--- config.mk ---
export PLATFORM = sky130hd
export DESIGN_NAME = emmc_cmd_responder
export DESIGN_NICKNAME = d
export VERILOG_FILES = /design/src/rtl/jedec_p.sv /design/src/rtl/crc7_serial.sv /design/src/rtl/emmc_cmd_responder.sv
export SDC_FILE = /design/constraint.sdc
export NUM_CORES = 1
export LEC_CHECK = 0
export ABC_AREA = 1
export CAP_MARGIN = 10
export CORE_MARGIN = 1.5
export CORE_UTILIZATION = 40
export CTS_BUF_LIST = sky130_fd_sc_hd__clkbuf_8
export CTS_CLUSTER_SIZE = 16
export DETAILED_ROUTE_END_ITERATION = 10
export SYNTH_ARGS = -nofsm -noshare
export SYNTH_HDL_FRONTEND = slang
export SYNTH_SLANG_ARGS = --single-unit
--- constraint.sdc ---
create_clock -name clk_i -period 6.7 [get_ports clk_i]
set_clock_uncertainty 0.2 [all_clocks]
set_input_delay 2.01 -clock clk_i [delete_from_list [all_inputs] [get_ports clk_i]]
set_output_delay 2.01 -clock clk_i [all_outputs]
set_load 0.01 [all_outputs]
--- src/rtl/jedec_p.sv ---
`default_nettype none
// ============================================================================
//  Module      : jedec_p (package)
//  Description : Shared types and constants for the eMMC command responder:
//                response type enum, controller state enum, frame length,
//                CRC7 polynomial, R3 index field and a one-step CRC7 helper.
//  Revision    : 1.0 - initial release
// ============================================================================
package jedec_p;

    localparam int          CMD_FRAME_LEN = 48;
    localparam logic [6:0]  CRC7_POLY     = 7'h09;   // x^7 + x^3 + 1
    localparam logic [5:0]  R3_IDX        = 6'h3F;

    typedef enum logic [1:0] {
        RSP_NONE = 2'd0,
        RSP_R1   = 2'd1,
        RSP_R3   = 2'd2
    } rsp_type_t;

    typedef enum logic [2:0] {
        IDLE     = 3'd0,
        RX       = 3'd1,
        CHECK    = 3'd2,
        WAIT_RSP = 3'd3,
        NCR_GAP  = 3'd4,
        TX       = 3'd5
    } state_t;

    // One bit of the MSB-first serial CRC7 update.
    function automatic logic [6:0] crc7_next(input logic [6:0] crc, input logic din);
        logic fb;
        fb = din ^ crc[6];
        return {crc[5:0], 1'b0} ^ (fb ? CRC7_POLY : 7'h00);
    endfunction

endpackage
`default_nettype wire

--- src/rtl/crc7_serial.sv ---
`default_nettype none
// ============================================================================
//  Module      : crc7_serial
//  Description : Bit-serial CRC7 (x^7+x^3+1) accumulator, MSB first.
//  Ports       : clk    - clock
//                rst    - asynchronous active-high reset
//                i_clr  - synchronous clear (wins over i_en)
//                i_en   - accumulate i_bit this cycle
//                i_bit  - serial data bit
//                o_crc  - current CRC7 remainder
//  Revision    : 1.0 - initial release
// ============================================================================
module crc7_serial
    import jedec_p::*;
(
    input  logic       clk,
    input  logic       rst,
    input  logic       i_clr,
    input  logic       i_en,
    input  logic       i_bit,
    output logic [6:0] o_crc
);

    logic [6:0] r_crc;

    always_ff @(posedge clk or posedge rst) begin
        if (rst) begin
            r_crc <= 7'h00;
        end else if (i_clr) begin
            r_crc <= 7'h00;
        end else if (i_en) begin
            r_crc <= crc7_next(r_crc, i_bit);
        end
    end

    assign o_crc = r_crc;

endmodule
`default_nettype wire

--- src/rtl/emmc_cmd_responder.sv ---
`default_nettype none
// ============================================================================
//  Module      : emmc_cmd_responder
//  Description : Device-side eMMC CMD-line engine. Receives 48-bit host
//                commands, validates framing (and optionally CRC7), hands the
//                index/argument to the user, then serialises an R1 or R3
//                response after the NCR gap.
//  Ports       : clk_i, arst_i             - clock, async active-high reset
//                emmc_cmd_i/_o/_oe_o       - CMD pad in / drive / enable
//                cmd_valid_o, cmd_idx_o,
//                cmd_arg_o                 - accepted command to user
//                rsp_valid_i, rsp_type_i,
//                rsp_arg_i                 - response request from user
//                crc_err_o, frame_err_o    - error pulses
//                busy_o                    - high whenever not IDLE
//  Config      : EMMC_RSP_CRC_CHECK_EN - when defined, commands with a bad
//                CRC7 are dropped with a crc_err_o pulse.
//  Revision    : 1.0 - initial release
// ============================================================================
module emmc_cmd_responder
    import jedec_p::*;
#(
    parameter int NCR         = 2,
    parameter int RSP_TIMEOUT = 64
)(
    input  logic        clk_i,
    input  logic        arst_i,
    input  logic        emmc_cmd_i,
    output logic        emmc_cmd_o,
    output logic        emmc_cmd_oe_o,
    output logic        cmd_valid_o,
    output logic [5:0]  cmd_idx_o,
    output logic [31:0] cmd_arg_o,
    input  logic        rsp_valid_i,
    input  rsp_type_t   rsp_type_i,
    input  logic [31:0] rsp_arg_i,
    output logic        crc_err_o,
    output logic        frame_err_o,
    output logic        busy_o
);

    localparam int             TW          = $clog2(RSP_TIMEOUT + 1);
    localparam logic [5:0]     c_last_bit  = 6'(CMD_FRAME_LEN - 1);
    localparam logic [TW-1:0]  c_tmo_last  = TW'(RSP_TIMEOUT - 1);
    localparam logic [31:0]    c_ncr       = NCR;

    state_t        r_state, w_next;
    logic [5:0]    r_bit_cnt;
    logic [46:0]   r_rx_shift;   // frame bits 1..47, bit 1 at the top
    logic [TW-1:0] r_since;      // clock edges since the end-bit sample
    logic [39:0]   r_tx_data;    // response bits 0..39
    logic          r_rsp_r3;
    logic [5:0]    r_cmd_idx;
    logic [31:0]   r_cmd_arg;
    logic          r_cmd_valid, r_crc_err, r_frame_err;

    logic [6:0]    w_crc;
    logic          w_crc_clr, w_crc_en, w_crc_bit;
    logic          w_tx_bit, w_frame_bad, w_crc_bad, w_gap_done;
    logic [2:0]    w_crc_idx;

    crc7_serial u_crc7 (
        .clk   (clk_i),
        .rst   (arst_i),
        .i_clr (w_crc_clr),
        .i_en  (w_crc_en),
        .i_bit (w_crc_bit),
        .o_crc (w_crc)
    );

    assign w_frame_bad = !r_rx_shift[46] || !r_rx_shift[0];
`ifdef EMMC_RSP_CRC_CHECK_EN
    assign w_crc_bad   = (r_rx_shift[7:1] != w_crc);
`else
    assign w_crc_bad   = 1'b0;
`endif

    // True when driving the start bit on the next edge lands at or beyond NCR.
    assign w_gap_done = (32'(r_since) + 32'd1) >= c_ncr;

    assign w_crc_idx = 3'(6'd46 - r_bit_cnt);

    always_comb begin
        w_tx_bit = 1'b1;
        if (r_bit_cnt < 6'd40) begin
            w_tx_bit = r_tx_data[6'd39 - r_bit_cnt];
        end else if (r_bit_cnt < c_last_bit) begin
            w_tx_bit = r_rsp_r3 ? 1'b1 : w_crc[w_crc_idx];
        end
    end

    // The start bit is 0, so a cleared CRC already equals the CRC after the
    // start bit; keeping the accumulator clear in IDLE covers bit 0 of RX.
    assign w_crc_clr = (r_state == IDLE) || (r_state == CHECK) ||
                       (r_state == WAIT_RSP) || (r_state == NCR_GAP);
    assign w_crc_en  = ((r_state == RX) && (r_bit_cnt <= 6'd39)) ||
                       ((r_state == TX) && (r_bit_cnt <  6'd40));
    assign w_crc_bit = (r_state == TX) ? w_tx_bit : emmc_cmd_i;

    always_comb begin
        w_next = r_state;
        case (r_state)
            IDLE:     if (!emmc_cmd_i) w_next = RX;
            RX:       if (r_bit_cnt == c_last_bit) w_next = CHECK;
            CHECK:    w_next = (w_frame_bad || w_crc_bad) ? IDLE : WAIT_RSP;
            WAIT_RSP: begin
                if (rsp_valid_i) begin
                    if (rsp_type_i == RSP_NONE) w_next = IDLE;
                    else if (w_gap_done)        w_next = TX;
                    else                        w_next = NCR_GAP;
                end else if (r_since == c_tmo_last) begin
                    w_next = IDLE;
                end
            end
            NCR_GAP:  if (w_gap_done) w_next = TX;
            TX:       if (r_bit_cnt == c_last_bit) w_next = IDLE;
            default:  w_next = IDLE;
        endcase
    end

    always_ff @(posedge clk_i or posedge arst_i) begin
        if (arst_i) begin
            r_state     <= IDLE;
            r_bit_cnt   <= 6'd0;
            r_rx_shift  <= '0;
            r_since     <= '0;
            r_tx_data   <= '0;
            r_rsp_r3    <= 1'b0;
            r_cmd_idx   <= 6'd0;
            r_cmd_arg   <= 32'd0;
            r_cmd_valid <= 1'b0;
            r_crc_err   <= 1'b0;
            r_frame_err <= 1'b0;
        end else begin
            r_state     <= w_next;
            r_cmd_valid <= 1'b0;
            r_crc_err   <= 1'b0;
            r_frame_err <= 1'b0;
            if (r_state != RX && r_state != IDLE && r_since != '1) begin
                r_since <= r_since + TW'(1);
            end
            case (r_state)
                IDLE: r_bit_cnt <= 6'd1;
                RX: begin
                    r_rx_shift <= {r_rx_shift[45:0], emmc_cmd_i};
                    r_since    <= '0;
                    if (r_bit_cnt != c_last_bit) r_bit_cnt <= r_bit_cnt + 6'd1;
                end
                CHECK: begin
                    if (w_frame_bad) begin
                        r_frame_err <= 1'b1;
                    end else if (w_crc_bad) begin
                        r_crc_err <= 1'b1;
                    end else begin
                        r_cmd_valid <= 1'b1;
                        r_cmd_idx   <= r_rx_shift[45:40];
                        r_cmd_arg   <= r_rx_shift[39:8];
                    end
                end
                WAIT_RSP: begin
                    if (rsp_valid_i) begin
                        r_rsp_r3  <= (rsp_type_i == RSP_R3);
                        r_tx_data <= {2'b00, (rsp_type_i == RSP_R3) ? R3_IDX : r_cmd_idx,
                                      rsp_arg_i};
                        r_bit_cnt <= 6'd0;
                    end
                end
                TX: if (r_bit_cnt != c_last_bit) r_bit_cnt <= r_bit_cnt + 6'd1;
                default: ;
            endcase
        end
    end

    assign emmc_cmd_oe_o = (r_state == TX);
    assign emmc_cmd_o    = (r_state == TX) ? w_tx_bit : 1'b1;
    assign cmd_valid_o   = r_cmd_valid;
    assign cmd_idx_o     = r_cmd_idx;
    assign cmd_arg_o     = r_cmd_arg;
    assign crc_err_o     = r_crc_err;
    assign frame_err_o   = r_frame_err;
    assign busy_o        = (r_state != IDLE);

endmodule
`default_nettype wire

==> metrics.cfg <==
[final_layout]
area_growth_pct=21.03
antennaDiodeCount=0
utilization_pct=49.60
final_nets=861
drive_above_1_share_pct=8.434

[placement]
dp_slack_ns=1.700
hpwl_um=9539
place_congestion=0.8931
portBuffers=80

[floorplanning]
die-area_um2=17110
num_rows=46
die_h_um=130.8
core_area_um2=15940
dieWidth_um=130.8
initial_core_util_pct=40.98
ioPinCount=82

[drt]
first_iter_violations=321
drc=0
avgRoutedWirePerCell_um=13.47
wl_um=14090
firstDrtPassIters=5
viasPerCell=4.825
ant_nets=0
vias=5047

[synth]
synthArstFlopShare_pct=100.0
avgSynthCellArea_um2=8.747
synthTopCellsByCount=164 x nand2_1, 149 x dfrtp_1, 100 x inv_1, 94 x o21ai_0, 51 x nand3_1
yosysSeqAreaShare_pct=57.07
synth_flop_cell=dfrtp_1
synthesis.area_um2=6534
synth_seq_cells=149
synthesis.nets=790
synth_top_area_cell=dfrtp_1
synth_top_cell_area_share_pct=57.07
yosysWarnings=0
netlist_top_cells_area=dfrtp_1 57%, nand2_1 9.4%, o21ai_0 7.2%
netlist_instances=747
synthDistinctLibCells=36
synth-edff-count=0
post-synth-top-count-cell=nand2_1

[sta]
hold-worst-slack_ns=0.2794
setup_violations=0
worst_pin_slew_ns=1.003
rsz0062_at_grt=no
slew_headroom_pct=33.15
slew_viol_final=0
final.setup.worst_slack_ns=1.215
fmax_mhz=182.3
fin_crit_sh_pct=81.86
fin_crit_ns=5.485
fin_tns_setup_ns=0
hold_viol_final=0

[clock_tree]
clk_pin_slew_worst_paths_ns=0.08
cts-root-buf=clkbuf_8
numCtsBuffers=17
postCtsSetupRepairBufs=0
cts_hold_buf=0
cts_resized=0
clock_path_buffers=2
clock-sinks=149
htree_levels=4
insertion_delay_ns=0.45
cts_tree=built

[setup_path]
crit_arrival_ns=3.27
endpoint_kind=primary output
reg2reg_from=r_bit_cnt[0]
critical_path.max_fanout=37
ff2ff_setup_slack_ns=3.75
crit_slowest_cell=dfrtp_1
path_buf_inv=2
rr_worst_depth=14
critical_path.startpoint_type=flop
crit_required_ns=4.49
critPathTopFamily=flip-flops
cp_cell_sequence=ha_1, inv_1, a21oi_1, o21ai_0, nand3_1, nand3_1, nor2_1, o21a_1, nand2_2, clkdlybuf4s50_1
worstSetupPathType=reg2out
rr_endpoint=u_crc7.o_crc[3]
cp_common_cell=nand3_1
max_stage_delay_ns=1.00

[power]
p_seq_share_pct=44.0
p_leak_nw=3.637
power.share.clock_pct=27.2
vdd_ir_drop_max_mv=0.1502
power_frac_comb_pct=28.8
p_sw_mw=0.9565
intPower_mw=1.712
power_density_nw_per_um2=337.5
swShare_pct=35.84

[global_route]
grt_pass1_vias=5086
antenna_found_initial=0
track_usage_pct=17.76
grt_pass1_wl_um=23540
overflow=0
grt_max_degree=116

[status]
status=completed

[min_path]
worstHoldStart=r_rx_shift[6]
worstHoldPathCells=2
min_to=r_rx_shift[6]
hold_class=reg2reg

[run]
max_cap_violations=0

## metal layers
| layer | vias to the layer above | routed length (um) | track usage, % |
|---|---|---|---|
| met5 | - | 0 | 0 |
| met4 | 0 | 289 | 7.175 |
| met3 | 24 | 870 | 6.759 |
| met2 | 129 | 6468 | 27.99 |
| met1 | 2384 | 6456 | 22.10 |
| li1 | 2510 | - | - |
## cell usage in the layout, fill, tap and decap left out, drive strengths merged, types with 2 or more instances in the layout
cell / n
nand3: 51
clkinvlp: 2
ha: 5
clkbuf: 19
o21ai: 94
a21oi: 42
clkinv: 6
or2: 6
clkdlybuf4s50: 80
buf: 5
mux2: 8
xor2: 7
dfrtp: 149
a22oi: 5
bufinv: 3
a31oi: 2
nand2: 170
nor2: 49
inv: 108
nor3: 5
o22ai: 6
## per-stage QoR
stage	cell area (um2)	cells	power [mW]
3_5_place_dp	7492	1015	1.959
3_3_place_gp	7492	1015	1.921
5_1_grt	7908	1046	2.856
4_1_cts	7908	1046	2.693
6_report	7908	1046	2.669
2_1_floorplan	6534	747	1.763
## sequential cells by signal, summed over array words and instances, names as in the netlist, 3 cells and up
register / count
cmd_idx_o: 6
r_since: 7
r_bit_cnt: 6
r_rx_shift: 47
r_tx_data: 38
r_state: 3
cmd_arg_o: 32
u_crc7.o_crc: 7
## worst max path at each step
| stage | from | end | slack [ns] | depth (start not counted) |
|---|---|---|---|---|
| 6_report | r_bit_cnt[0] | emmc_cmd_o | 1.22 | 10 |
| 4_1_cts | r_bit_cnt[0] | emmc_cmd_o | 1.18 | 10 |
| 3_5_place_dp | r_bit_cnt[0] | emmc_cmd_o | 1.70 | 10 |
| 2_1_floorplan | arst_i | cmd_arg_o[0] | 0.48 | 1 |
| 5_1_grt | r_bit_cnt[0] | emmc_cmd_o | 0.93 | 10 |
| 3_3_place_gp | r_bit_cnt[0] | emmc_cmd_o | 1.89 | 10 |
## logic make-up after synthesis
logic type	share of synthesized area, %
and+or+nand+nor	18.40
adders and majority gates	0.9575
other	0.05739
xor gates and xnor gates	0.9384
muxes	1.379
buffers and inverters	8.636
DFF	57.07
AOI/OAI and AO/OA	12.56
## worst reg2reg max path: stages, from the launching register on
cell     delay (ns)
dfrtp_1        1.00
ha_1           0.39
inv_1          0.12
a21oi_1        0.06
o21ai_0        0.17
nand3_1        0.13
nand3_1        0.09
nor2_1         0.05
o21a_1         0.18
nand2_2        0.09
nand2_1        0.07
nand2_1        0.06
nand3_1        0.07
nand3_1        0.10
nand2_1        0.06
## power groups by stage
stage	logic (mW)	clock network, mW	registers [mW]
after floorplan	0.627	0	1.14
after global placement	0.737	0	1.18
after detailed placement	0.769	0	1.19
after CTS	0.773	0.747	1.17
after global routing	0.877	0.784	1.20
final	0.769	0.726	1.17
## final cells by class
| type | instances | area (um2) |
|---|---|---|
| fillers | 1539 | 8035 |
| flip-flops and latches | 149 | 3729 |
| multi-input cells | 458 | 2248 |
| repair buffers | 85 | 838.3 |
| inverters | 107 | 406.6 |
| well taps | 216 | 270.3 |
| clock buffers | 19 | 261.5 |
| clock inverters | 12 | 153.9 |
No activity file was read; power rests on OpenSTA's default activity.
